## src/rtl/magnetron_pkg.sv

```systemverilog
// ============================================================================
// magnetron_pkg : shared state encoding and default sizing for magnetron_ctrl
// Revision: 1.0 - initial release
// ============================================================================
`default_nettype none

package magnetron_pkg;

  typedef enum logic [1:0] {
    IDLE  = 2'd0,
    COOK  = 2'd1,
    PAUSE = 2'd2,
    DONE  = 2'd3
  } state_t;

  localparam int c_POWER_W   = 3;
  localparam int c_GUARD_CYC = 4;

endpackage

`default_nettype wire

```

## src/rtl/magnetron_ctrl_pwm.sv

```systemverilog
// ============================================================================
// mag_pwm : PWM counter, duty compare and optional soft-start ramp (SOFT_START_EN)
// Revision: 1.0 - initial release
// ============================================================================
`default_nettype none

module mag_pwm
  import magnetron_pkg::*;
#(
  parameter int POWER_W = c_POWER_W
) (
  input  logic               clk,
  input  logic               rst_n,
  input  logic               run,
  input  logic               hold,
  input  logic               load,
  input  logic               tick_en,
  input  logic [POWER_W-1:0] power_q,
  output logic               mag_q
);

  logic [POWER_W-1:0] r_cnt;
  logic [POWER_W-1:0] w_cnt_nxt;
  logic [POWER_W-1:0] w_power_eff;
  logic               r_mag_q;

  always_comb begin
    w_cnt_nxt = r_cnt;
    if (load)
      w_cnt_nxt = '0;
    else if (!hold && tick_en)
      w_cnt_nxt = r_cnt + 1'b1;
  end

`ifdef SOFT_START_EN
  // MSB of the ramp set means one full period has elapsed since COOK entry
  logic [POWER_W:0] r_ramp;
  logic [POWER_W:0] w_ramp_nxt;

  always_comb begin
    w_ramp_nxt = r_ramp;
    if (!run)
      w_ramp_nxt = '0;
    else if (!hold && tick_en && !r_ramp[POWER_W])
      w_ramp_nxt = r_ramp + 1'b1;
    w_power_eff = w_ramp_nxt[POWER_W] ? power_q : '0;
  end

  always_ff @(posedge clk or negedge rst_n) begin
    if (!rst_n)
      r_ramp <= '0;
    else
      r_ramp <= w_ramp_nxt;
  end
`else
  assign w_power_eff = power_q;
`endif

  // Compare against the next count so mag_q lines up with the count it reflects
  always_ff @(posedge clk or negedge rst_n) begin
    if (!rst_n) begin
      r_cnt   <= '0;
      r_mag_q <= 1'b0;
    end else begin
      r_cnt   <= w_cnt_nxt;
      r_mag_q <= run && (w_cnt_nxt <= w_power_eff);
    end
  end

  assign mag_q = r_mag_q;

endmodule

`default_nettype wire

```

## src/rtl/magnetron_ctrl.sv

```systemverilog
// ============================================================================
// magnetron_ctrl : cooking-cycle FSM with interlock, restart guard and PWM power
// Optional soft-start ramp enabled by macro SOFT_START_EN.
// Revision: 1.0 - initial release
// ============================================================================
`default_nettype none

module magnetron_ctrl
  import magnetron_pkg::*;
#(
  parameter int POWER_W   = c_POWER_W,
  parameter int GUARD_CYC = c_GUARD_CYC,
  parameter int GUARD_W   = 3
) (
  input  logic               clk,
  input  logic               rst_n,
  input  logic               start,
  input  logic               stop,
  input  logic               clear,
  input  logic               door_closed,
  input  logic               timer_done,
  input  logic               tick_en,
  input  logic [POWER_W-1:0] power_level,
  output logic               mag_on,
  output logic               sr_set,
  output logic               sr_rst,
  output logic               cook_done,
  output logic [1:0]         state_o
);

  state_t             r_state;
  state_t             w_state_nxt;
  logic [GUARD_W-1:0] r_guard;
  logic [POWER_W-1:0] r_power_q;
  logic [POWER_W-1:0] w_power_sel;
  logic               w_start_ok;
  logic               w_load;
  logic               w_mag_q;
  logic               r_mag_prev;
  logic               r_sr_set;
  logic               r_sr_rst;

  assign w_start_ok = start && door_closed && (r_guard == '0);

  // The highest-priority asserted event decides; if it has no arc here, hold
  always_comb begin
    w_state_nxt = r_state;
    unique case (r_state)
      IDLE: begin
        if (!clear && door_closed && !stop && !timer_done && w_start_ok)
          w_state_nxt = COOK;
      end
      COOK: begin
        if (clear)
          w_state_nxt = IDLE;
        else if (!door_closed || stop)
          w_state_nxt = PAUSE;
        else if (timer_done)
          w_state_nxt = DONE;
      end
      PAUSE: begin
        if (clear)
          w_state_nxt = IDLE;
        else if (door_closed) begin
          if (stop)
            w_state_nxt = IDLE;
          else if (!timer_done && w_start_ok)
            w_state_nxt = COOK;
        end
      end
      DONE: begin
        if (clear || !door_closed || stop)
          w_state_nxt = IDLE;
      end
    endcase
  end

  always_ff @(posedge clk or negedge rst_n) begin
    if (!rst_n)
      r_state <= IDLE;
    else
      r_state <= w_state_nxt;
  end

  always_ff @(posedge clk or negedge rst_n) begin
    if (!rst_n)
      r_guard <= '0;
    else if (r_state == COOK && w_state_nxt != COOK)
      r_guard <= GUARD_W'(GUARD_CYC);
    else if (r_guard != '0)
      r_guard <= r_guard - 1'b1;
  end

  // Power is latched only on a fresh start; resume from PAUSE keeps it
  assign w_load      = (r_state == IDLE) && (w_state_nxt == COOK);
  assign w_power_sel = w_load ? power_level : r_power_q;

  always_ff @(posedge clk or negedge rst_n) begin
    if (!rst_n)
      r_power_q <= '0;
    else if (w_load)
      r_power_q <= power_level;
  end

  mag_pwm #(
    .POWER_W (POWER_W)
  ) u_pwm (
    .clk     (clk),
    .rst_n   (rst_n),
    .run     (w_state_nxt == COOK),
    .hold    (r_state != COOK),
    .load    (w_load),
    .tick_en (tick_en),
    .power_q (w_power_sel),
    .mag_q   (w_mag_q)
  );

  assign mag_on = w_mag_q & door_closed;

  always_ff @(posedge clk or negedge rst_n) begin
    if (!rst_n) begin
      r_mag_prev <= 1'b0;
      r_sr_set   <= 1'b0;
      r_sr_rst   <= 1'b0;
    end else begin
      r_mag_prev <= mag_on;
      r_sr_set   <= mag_on & ~r_mag_prev;
      r_sr_rst   <= ~mag_on & r_mag_prev;
    end
  end

  assign sr_set    = r_sr_set;
  assign sr_rst    = r_sr_rst;
  assign cook_done = (r_state == DONE);
  assign state_o   = r_state;

endmodule

`default_nettype wire

```

## config.mk

```make
export PLATFORM = sky130hd
export DESIGN_NAME = magnetron_ctrl
export DESIGN_NICKNAME = d
export VERILOG_FILES = /design/src/rtl/magnetron_pkg.sv /design/src/rtl/magnetron_ctrl_pwm.sv /design/src/rtl/magnetron_ctrl.sv
export SDC_FILE = /design/constraint.sdc
export NUM_CORES = 1
export LEC_CHECK = 0
export CORE_MARGIN = 3
export CORE_UTILIZATION = 53
export DETAILED_ROUTE_END_ITERATION = 10
export GPL_TIMING_DRIVEN = 0
export MAX_ROUTING_LAYER = met4
export PLACE_DENSITY = 0.82
export SYNTH_ARGS = -nofsm -noshare
export SYNTH_HDL_FRONTEND = slang
export SYNTH_SLANG_ARGS = --single-unit
```

## constraint.sdc

```tcl
create_clock -name clk -period 5.8 [get_ports clk]
set_clock_uncertainty 0.15 [all_clocks]
set_input_delay 0.87 -clock clk [delete_from_list [all_inputs] [get_ports clk]]
set_output_delay 0.87 -clock clk [all_outputs]
set_load 0.01 [all_outputs]
```

# == Yosys cells after proc, flatten, opt, wreduce, memory -nomap -nowiden ==
# Cells that the tools add are included.
# totals
ff_bits,15
inputBits,11
elab_cells,60
# op_classes
add_sub_neg,2
magnitude_cmp,1
n_eq_ne,6
mux,15
bitwise,5
n_reduce_logical,23
# op_table
op,n
2-bit 2-to-1 mux,9
3-bit 2-to-1 mux,5
1-bit logical AND,11
2-bit case mux with 4 select lines,1
1-bit zero test,5
2-bit by 1-bit == test with 1-bit output (second input constant),2
2-bit == test (second input constant),2
2-bit by 1-bit inequality test with 1-bit output (second input constant),2
3-bit by 1-bit adder with 3-bit output (second input constant),1
1-bit bitwise AND,3
3-bit less-or-equal comparator,1
3-bit zero test,1
1-bit logical OR,3
3-bit nonzero test,1
3-bit by 1-bit subtractor with 3-bit output (second input constant),1
2-bit zero test,1
1-bit inverter,2
2-bit nonzero test,1

# == Longest topological paths before layout ==
# logic_depth
ltp_word,13
depth_mapped,11
mapped_depth_nobuf,11

# == Hierarchy ==
# From an unflattened synthesis, not the netlist that was laid out.
# unflattened
cells_unflattened,76
hier_area_um2,835.8
# modules_own_cells
module,instances,cells_each,area_per_inst_um2,seq_area_each_um2
magnetron_ctrl,1,52,583.1,275.3
mag_pwm,1,24,252.7,100.1

# == Least setup slack after synthesis ==
# OpenSTA, ideal clock, no wires.
# synth_timing
path_type,input -> register
start,in clear
end,reg u_pwm.r_mag_q (netlist: u_pwm.mag_q)
setup_ns,0.124
t_arrival_ns,2.672
required_ns,5.526
setup_slack_ns,2.855
stages,9
n_path_buf,1
path_cell_list,or3b_1 > buf_2 > nor4_4 > mux2_2 > ha_1 > nor2b_1 > o21ai_0 > a32oi_1 > nor4_1
# synth_between
elab_chain_cells,12
# synth_rtl
element,line_no,source
start: declaration,magnetron_ctrl.sv:19,"input logic clear,"
1-bit zero test,magnetron_ctrl.sv:50,if (!clear && door_closed && !stop && !timer_done && w_start_ok)
1-bit logical AND (4 in a row),magnetron_ctrl.sv:50,
2-bit 2-to-1 mux,magnetron_ctrl.sv:50,
2-bit case mux with 4 select lines (*),magnetron_ctrl.sv:48,unique case (r_state)
2-bit by 1-bit == test with 1-bit output (*),magnetron_ctrl.sv:95,assign w_load = (r_state == IDLE) && (w_state_nxt == COOK);
1-bit logical AND (*),magnetron_ctrl.sv:95,
3-bit 2-to-1 mux (*),--,
named net u_pwm.power_q[0],magnetron_ctrl_pwm.sv:18,"input logic [POWER_W-1:0] power_q,"
3-bit less-or-equal comparator (*),magnetron_ctrl_pwm.sv:66,r_mag_q <= run && (w_cnt_nxt <= w_power_eff);
1-bit logical AND (*),magnetron_ctrl_pwm.sv:66,
end signal: assignment,magnetron_ctrl_pwm.sv:66,
end: declaration,magnetron_ctrl_pwm.sv:25,logic r_mag_q;
# Mark *: on every way through the listed nets, which the timed path passes. The rest lies on a longest branch.
# A chain may end at the register's enable or synchronous reset.

# == Worst setup path after layout ==
# layout_timing
start,in door_closed
end,reg u_pwm.r_mag_q (netlist: u_pwm.mag_q)
# layout_between
elab_chain_cells,13
# layout_rtl
element,line_no,source
start: declaration,magnetron_ctrl.sv:20,"input logic door_closed,"
1-bit logical AND (2 in a row),magnetron_ctrl.sv:43,assign w_start_ok = start && door_closed && (r_guard == '0);
1-bit logical AND,magnetron_ctrl.sv:67,else if (!timer_done && w_start_ok)
2-bit 2-to-1 mux,magnetron_ctrl.sv:67,
2-bit 2-to-1 mux,magnetron_ctrl.sv:65,if (stop)
2-bit 2-to-1 mux,magnetron_ctrl.sv:64,else if (door_closed) begin
2-bit 2-to-1 mux,magnetron_ctrl.sv:62,if (clear)
2-bit case mux with 4 select lines (*),magnetron_ctrl.sv:48,
2-bit by 1-bit == test with 1-bit output (*),"magnetron_ctrl.sv:95, magnetron_ctrl.sv:110",
1-bit logical AND,magnetron_ctrl.sv:95,
3-bit 2-to-1 mux (on tied branches),--,
3-bit less-or-equal comparator,magnetron_ctrl_pwm.sv:66,
1-bit logical AND (*),magnetron_ctrl_pwm.sv:66,
# Mark *: on every way between the ends. The rest lies on a longest branch, timed or not.

==> flow_summary.toml <==
[run_status]
status = "finished, final reports clean"

[yosys]
yosysSeqAreaShare = 0.452
avgSynthCellArea_sq_um = 10.6
synth_top_cell_by_area = "dfrtp_1"
synth_area_leaders = "dfrtp_1 (45%), ha_1 (9.0%), nor2_1 (4.5%), mux2_2 (4.1%), mux2i_1 (3.6%)"
synth_edf_count = 0
synth_fp_nets = 95
synth_cell_types = 32
ys.flop_type = "dfrtp_1"
synthArstFlopShare = 1.00
synth.top_cell.area_share = 0.452
synth_cells = 78
yosys-top-cells-count = "dfrtp_1 (15), nor2_1 (10), ha_1 (6)"
yosysMostFrequentCell = "dfrtp_1"
ys_warn_count = 0
netlist_area_sq_um = 830
synth_seq_cells = 15

[die]
dieArea_sq_um = 2080
io_pins = 17
num_rows = 13
die_h_um = 45.6
core_sq_um = 1380
initial_core_util = 0.600
fp.dieW_um = 45.6

[global_route]
grt_pass1_wl_um = 2690
grtUsageTotal = 0.188
grt_max_degree = 16
grt_pass1_vias = 640
antenna_found_initial = 0
overflow = 0

[critical_path]
crit_start = "door_closed"
cp-start-kind = "input port"
ff2ff_path_depth = 11
end_kind = "flop"
crit_type = "input port to flop"
critPathMaxFanout = 7
regToRegStartpoint = "r_guard[0]"
cp.arrival_ns = 3.47
worstPathRequired_ns = 5.84

[cts]
numClockSinks = 15
tritoncts = "built"
postCtsHoldBufs = 0
insertion_delay_ns = 0.29
cts_resized = 0
cts.path.max_buffers = 2
root_buffer = "clkbuf_4"
cts_buffers = 3
postCtsSetupBuffers = 0
cts_max_level = 1
path_clk_slew_ns = 0.09

[sta]
finalCritPeriodShare = 0.591
finalSetupTns_ns = 0
worst_pin_slew_ns = 0.639
slew_headroom = 0.573
finalMaxSlewViolations = 0
rsz0062_at_grt = "no"
setup_viol = 0
fmax_mhz = 292
hold_viol = 0
fin_crit_ns = 3.43

[worst_hold_path]
holdCritPathClass = "flop to flop"
hold_depth = 1
hold_start = "r_mag_prev"

[routing]
vias = 613
final_antenna_net_count = 0
vias_per_cell = 5.42
first_pass_iters = 4
first_iter_violations = 6
wire_per_inst_um = 13.3
routed_wl_um = 1500
drcViolationCount = 0

[place]
place_congestion = 0.754
dp_hpwl_um = 1170
numPortBuffers = 16

[power]
peakVddDrop_uv = 255
power_density_nw_per_um2 = 286
leakage_nw = 0.472

[cells_and_area]
regArea_sq_um = 375
multi_input_area_sq_um = 423
diodes = 0
nFillCells = 99
fin_nets = 116
fin_util = 0.749
drive_above_1_share = 0.102
area_delta_synth_final_pct = 24.9

[run]
cap_violations = 0
worst paths after layout:
path | to | slack [ns]
worst max-delay path | u_pwm.mag_q | 2.37
worst min-delay path | sr_set | 0.28
worst max register to register | u_pwm.mag_q | 2.89
worst min register to register | sr_set | 0.28
max in group asynchronous | u_pwm.r_cnt[1] | 4.26
min in group asynchronous | r_power_q[0] | 0.82
placed cells by master, fill, tap and decap left out, drive strengths merged, types with 2 or more instances in the layout:
cell type,synthesis,final
o21ai,2,2
nor3b,2,2
and2,2,2
clkbuf,2,5
nor2,10,10
clkdlybuf4s50,0,16
nor4,2,2
dfrtp,15,15
nand2,4,4
mux2,3,3
inv,5,5
mux2i,3,3
ha,6,6
nor2b,3,3
nand4b,2,2
state kept, by name, indices dropped and copies added, names as in the netlist:
name and flops:
r_guard 3, r_mag_prev 1, u_pwm.r_cnt 3, sr_rst 1, u_pwm.mag_q 1, state_o 2
sr_set 1, r_power_q 3
per-stage QoR:
stage | hold WS (ns) | cells | cell area (sq um) | power (mW) | setup slack [ns]
global placement | 0.259 | 109 | 1010 | 0.232 | 2.15
global route | 0.292 | 113 | 1040 | 0.323 | 2.17
finish | 0.277 | 113 | 1040 | 0.296 | 2.37
CTS | 0.278 | 113 | 1040 | 0.299 | 2.35
detailed placement | 0.265 | 109 | 1010 | 0.239 | 2.07
floorplan | 0.245 | 78 | 830 | 0.211 | 2.85
final cells by class:
class                   count  share of cell area
multi-input cells          55               0.408
flip-flops and latches     15               0.362
repair buffers             16               0.155
clock buffers               3              0.0217
inverters                   5              0.0181
well taps                  15              0.0181
plain buffers               3              0.0121
clock inverters             1             0.00483
report_power, final:
group | internal [mW] | switching (mW) | leakage [nW] | total, mW
clock network | 0.0256 | 0.0333 | 0.0177 | 0.0589
registers | 0.125 | 0.0117 | 0.198 | 0.137
logic | 0.0520 | 0.0488 | 0.256 | 0.101
worst max-delay path: stages:
cell	delay, ns
clkdlybuf4s50_1	0.54
or3b_1	0.36
buf_2	0.17
nor4_4	0.46
mux2i_1	0.25
ha_1	0.26
nor2b_1	0.13
o21ai_0	0.18
a32oi_1	0.08
nor4_1	0.17
logic make-up after synthesis:
logic type / count (synthesis) / synth area share
flip-flops: 15 / 0.452
multiplexers: 6 / 0.0769
AO/OA/AOI/OAI: 11 / 0.0981
buffers and inverters: 8 / 0.0377
adder cells (fa/ha/maj): 6 / 0.0905
XOR/XNOR: 2 / 0.0211
AND/OR/NAND/NOR: 30 / 0.223
metal layers:
layer / vias up / GRT usage / wire (um)
met5: - / - / 0
met4: 0 / 0.0877 / 28
met3: 5 / 0.0356 / 71
met2: 21 / 0.284 / 668
met1: 271 / 0.241 / 729
li1: 316 / - / -
No activity file was read; power rests on OpenSTA's default activity.
==> patch 1, RTL diff (same flow settings) <==
Set the parameter `GUARD_W` to 5 (it was 3).
--- a/src/rtl/magnetron_ctrl.sv
+++ b/src/rtl/magnetron_ctrl.sv
@@ -12,3 +12,3 @@
   parameter int GUARD_CYC = c_GUARD_CYC,
-  parameter int GUARD_W   = 3
+  parameter int GUARD_W   = 5
 ) (
Formal check against the unedited RTL: same outputs for any inputs over 10 cycles, from zero or initial values and one cycle with rst_n low; that may be too few to reach the edited logic, so the function may still have changed.
==> patch 1 against the unedited design <==
  * Worst setup slack worse by 0.026 ns
  * Final cell count grew 9.7%
  * Area after synthesis rose by 8.7%
  * Cell area up 7.1%
  * Non-clock buffer count fell by 2
  * Sequential share of layout area increased by 2.1 points
  * Routed wire length up 12%
  * Total power increased by 4.4%
  * Sequential cell count is 2 higher
  * Critical path type unchanged
  * Largest power group unchanged
==> patch 1: results (changes against the unedited design) <==
Run status
  • Status: completed (unchanged)

Placed design
  • Post-place setup slack: 2.02 ns (was 2.07 ns)
  • Hpwl dp: 1320 um (was 1170 um)
  • Placed cells: 120 (was 109)

Routing
  • Initial DRC Count: 3 (was 6)
  • Detailed Route WL: 1680 um (was 1500 um)
  • Drt wl/cell: 13.5 um (was 13.3 um)
  • Vias post-DR: 680 (was 613)

Power and ir drop
  • Cell leakage power: 0.000510 uW (was 0.000472 uW)
  • Peak VDD IR: 210 uV (was 255 uV)

Synth
  • Synth top area cells: dfrtp_1 (47%), ha_1 (8.3%), nor2_1 (5.0%) (was dfrtp_1 (45%), ha_1 (9.0%), nor2_1 (4.5%))
  • Primary FF master, synth: dfrtp_1 (unchanged)
  • Multiplexer share of the synthesized area: 5.96% (was 7.69%)
  • Cell variety after synth: 29 (was 32)
  • Compound-cell area share of the yosys netlist: 7.07% (was 9.80%)
  • Post-synth top cells: dfrtp_1 (17), nor2_1 (12), nand2_1 (9) (was dfrtp_1 (15), nor2_1 (10), ha_1 (6))
  • Mapped Nets: 105 (was 95)
  • XOR/XNOR share of the synthesized area: 2.91% (was 2.11%)
  • Syn_area_per_cell: 10.3 um2 (was 10.6 um2)
  • Synth Area in Adders: 8.32% (was 9.05%)

Cells and area
  • Share of layout cells above drive strength 1: 11.1% (was 10.2%)
  • Regs by FF count: r_guard (5), r_power_q (3), u_pwm.r_cnt (3) (was r_guard (3), r_power_q (3), u_pwm.r_cnt (3))

Global routing
  • Number of global-route vias before repair: 665 (was 640)
  • GRT Util Overall: 18.1% (was 18.8%)
  • Global-route wire length before repair: 2680 um (was 2690 um)
  • Largest net degree at the start of global routing: 18 (was 16)

Timing
  • Slew @ Worst Pin: 0.733 ns (was 0.639 ns)

Worst hold path
  • HP Start: r_mag_prev$_DFF_PN0_ (unchanged)

Critical path
  • R2R setup slack: 2.44 ns (was 2.89 ns)
  • WP data arrival: 3.49 ns (was 3.47 ns)
  • R2R Path Start: r_guard[0]$_DFFE_PN0P_ (unchanged)
  • Worst r2r path cells: 12 (was 11)
  • CP Max Fanout: 9 (was 7)

CTS
  • Root Driver: clkbuf_4 (unchanged)
[patch 1: worst max path at each step]
stage / start / end / slack [ns] / cells past startpoint
floorplan: r_guard[0]$_DFFE_PN0P_ / u_pwm.mag_q$_DFF_PN0_ / 2.71 / 12
global placement: door_closed / u_pwm.mag_q$_DFF_PN0_ / 2.07 / 9
detailed placement: door_closed / u_pwm.mag_q$_DFF_PN0_ / 2.02 / 9
CTS: door_closed / u_pwm.mag_q$_DFF_PN0_ / 2.33 / 9
global route: door_closed / u_pwm.mag_q$_DFF_PN0_ / 2.15 / 9
finish: door_closed / u_pwm.mag_q$_DFF_PN0_ / 2.35 / 9
[patch 1: final cells by class]
class | instances | area [um2]
Sequential cell | 17 | 425
Multi-Input combinational cell | 66 | 457
Fill cell | 117 | 449
Inverter | 4 | 15.0
Timing Repair Buffer | 16 | 160
Tap cell | 16 | 20.0
Clock inverter | 1 | 5.00
Clock buffer | 3 | 22.5
Buffer | 1 | 5.00
[patch 1: critical path, stage by stage]
cell	delay, ns
clkdlybuf4s50_1	0.56
or3b_2	0.53
nor4_4	0.55
mux2_2	0.41
ha_1	0.18
nor2b_1	0.09
o21ai_0	0.08
a32oi_1	0.15
nor2_1	0.06
[patch 1: report_power, final]
group / switching [uW] / total (uW) / leakage (uW) / internal, uW
registers: 17.4 / 157 / 0.000227 / 140
logic: 42.7 / 89.2 / 0.000265 / 46.5
clock network: 37.6 / 63.3 / 0.0000177 / 25.7
total: 97.6 / 309 / 0.000510 / 212
[patch 1: kinds of logic after synthesis]
logic type,Yosys count
multiplexers,5
XOR/XNOR,3
AND/OR/NAND/NOR,42
buffers and inverters,5
AO/OA/AOI/OAI,10
flip-flops,17
adder cells (fa/ha/maj),6
[patch 1: layer usage]
| metal | part of all wire [%] | up-vias | track usage, % |
|---|---|---|---|
| met5 | 0 | - | - |
| met4 | 1.3 | 0 | 8.84 |
| met3 | 2.7 | 2 | 3.83 |
| met2 | 56 | 9 | 30.5 |
| met1 | 40 | 324 | 20.0 |
| li1 | - | 345 | - |
[patch 1: through the flow]
step	hold slack, ns	instance area [um2]
floorplan	0.245	902
global placement	0.250	1080
detailed placement	0.263	1080
CTS	0.276	1110
global route	0.290	1110
finish	0.273	1110
==> patch 2, RTL diff (config.mk and constraints unchanged) <==
Made on the original files. Put a register stage on the output `cook_done`, cleared by the reset. The value now appears one clock later. The other outputs are not delayed to match.
--- a/src/rtl/magnetron_ctrl.sv
+++ b/src/rtl/magnetron_ctrl.sv
@@ -133,3 +133,9 @@
   assign sr_rst    = r_sr_rst;
-  assign cook_done = (r_state == DONE);
+  always_ff @(posedge clk or negedge rst_n) begin
+    if (!rst_n) begin
+      cook_done <= '0;
+    end else begin
+      cook_done <= (r_state == DONE);
+    end
+  end
   assign state_o   = r_state;
Function: changed (a bounded check fails within 4 cycles, from zero or initial values and one cycle with rst_n low).
==> patch 2 against the unedited design <==
  * Worst hold slack better by 0.0072 ns
  * Cell area is 1.7% lower
  * Area after synthesis is 3.2% lower
  * Total power is 6.1% higher
  * Sequential cell count is 1 higher
  * Core utilization is 0.39 points lower
  * Worst setup slack better by 0.13 ns
  * Critical path type unchanged
  * Maximum frequency is 3.8% higher
  * Routed wire length is 6.0% lower
  * Highest routed layer unchanged
==> patch 2: results (changes against the unedited design) <==
Run status
  • Status: completed (unchanged)

Global routing
  • Largest net degree at the start of global routing: 17 (was 16)
  • GRT Util Overall: 18.2% (was 18.8%)
  • Number of global-route vias before repair: 632 (was 640)

Cells and area
  • Multi-In Gates: 53 (was 55)
  • Finished Cell Area: 1020 um2 (was 1040 um2)
  • Final #Nets: 110 (was 116)
  • Multi-input logic portion of the cell area: 38.5% (was 40.8%)
  • CLK BUF: 4 (was 3)
  • Buffers excl. clock: 16 (was 19)
  • Non-clk buf share: 15.7% (was 16.7%)
  • Register Area: 400 um2 (was 375 um2)

Synth
  • Multiplexer share of the synthesized area: 7.94% (was 7.69%)
  • XOR/XNOR share of the synthesized area: 3.27% (was 2.11%)
  • Compound-cell area share of the yosys netlist: 5.76% (was 9.80%)
  • Synth top area cells: dfrtp_1 (50%), ha_1 (9.3%), nor2_1 (4.2%) (was dfrtp_1 (45%), ha_1 (9.0%), nor2_1 (4.5%))
  • Sequential fraction of the synthesis area: 49.8% (was 45.2%)
  • Mapped Nets: 89 (was 95)

Placed design
  • RePlAce Congestion: 0.810 (was 0.754)
  • Hpwl dp: 1060 um (was 1170 um)

Routing
  • Vias post-DR: 572 (was 613)
  • DRT Pass-1 Iters: 3 (was 4)
  • Initial DRC Count: 2 (was 6)

Power and ir drop
  • Peak VDD IR: 194 uV (was 255 uV)

Critical path
  • WP data arrival: 3.38 ns (was 3.47 ns)
## patch 2: metrics by stage
stage | cells | total power (uW)
after floorplan | 72 | 214
after detailed placement | 103 | 242
after global routing | 107 | 343
after global placement | 103 | 234
final | 107 | 315
after CTS | 107 | 319
## patch 2: power by group
| part | switching (uW) | internal [uW] | total, uW | leakage [uW] |
|---|---|---|---|---|
| Combinational | 48.1 | 51.4 | 99.4 | 0.000244 |
| Sequential | 12.1 | 131 | 143 | 0.000216 |
| Clock | 33.9 | 38.2 | 72.0 | 0.0000210 |
| Total | 94.0 | 221 | 315 | 0.000481 |
## patch 2: worst paths after layout
path                                    endpoint                   start  slack, ns
max                        u_pwm.mag_q$_DFF_PN0_             door_closed       2.50
min                             sr_set$_DFF_PN0_    r_mag_prev$_DFF_PN0_       0.28
max reg2reg                u_pwm.mag_q$_DFF_PN0_  r_guard[0]$_DFFE_PN0P_       2.94
min reg2reg                     sr_set$_DFF_PN0_    r_mag_prev$_DFF_PN0_       0.28
max in group asynchronous   state_o[0]$_DFF_PN0_                   rst_n       4.20
min in group asynchronous  u_pwm.mag_q$_DFF_PN0_                   rst_n       0.85
## patch 2: critical path: stages
cell and delay (ns):
clkdlybuf4s50_1 0.51, and2b_1 0.19, nand2b_2 0.11, nor4_4 0.53, mux2i_1 0.26, ha_1 0.26
nor2b_1 0.14, o21a_1 0.16, o21ai_0 0.17, and3_1 0.17
## patch 2: metal layers
metal,vias to the layer above,GRT usage (%),routed length [um]
met5,-,-,0
met4,0,8.77,12
met3,2,3.98,86
met2,12,31.1,703
met1,271,19.6,606
li1,287,-,-
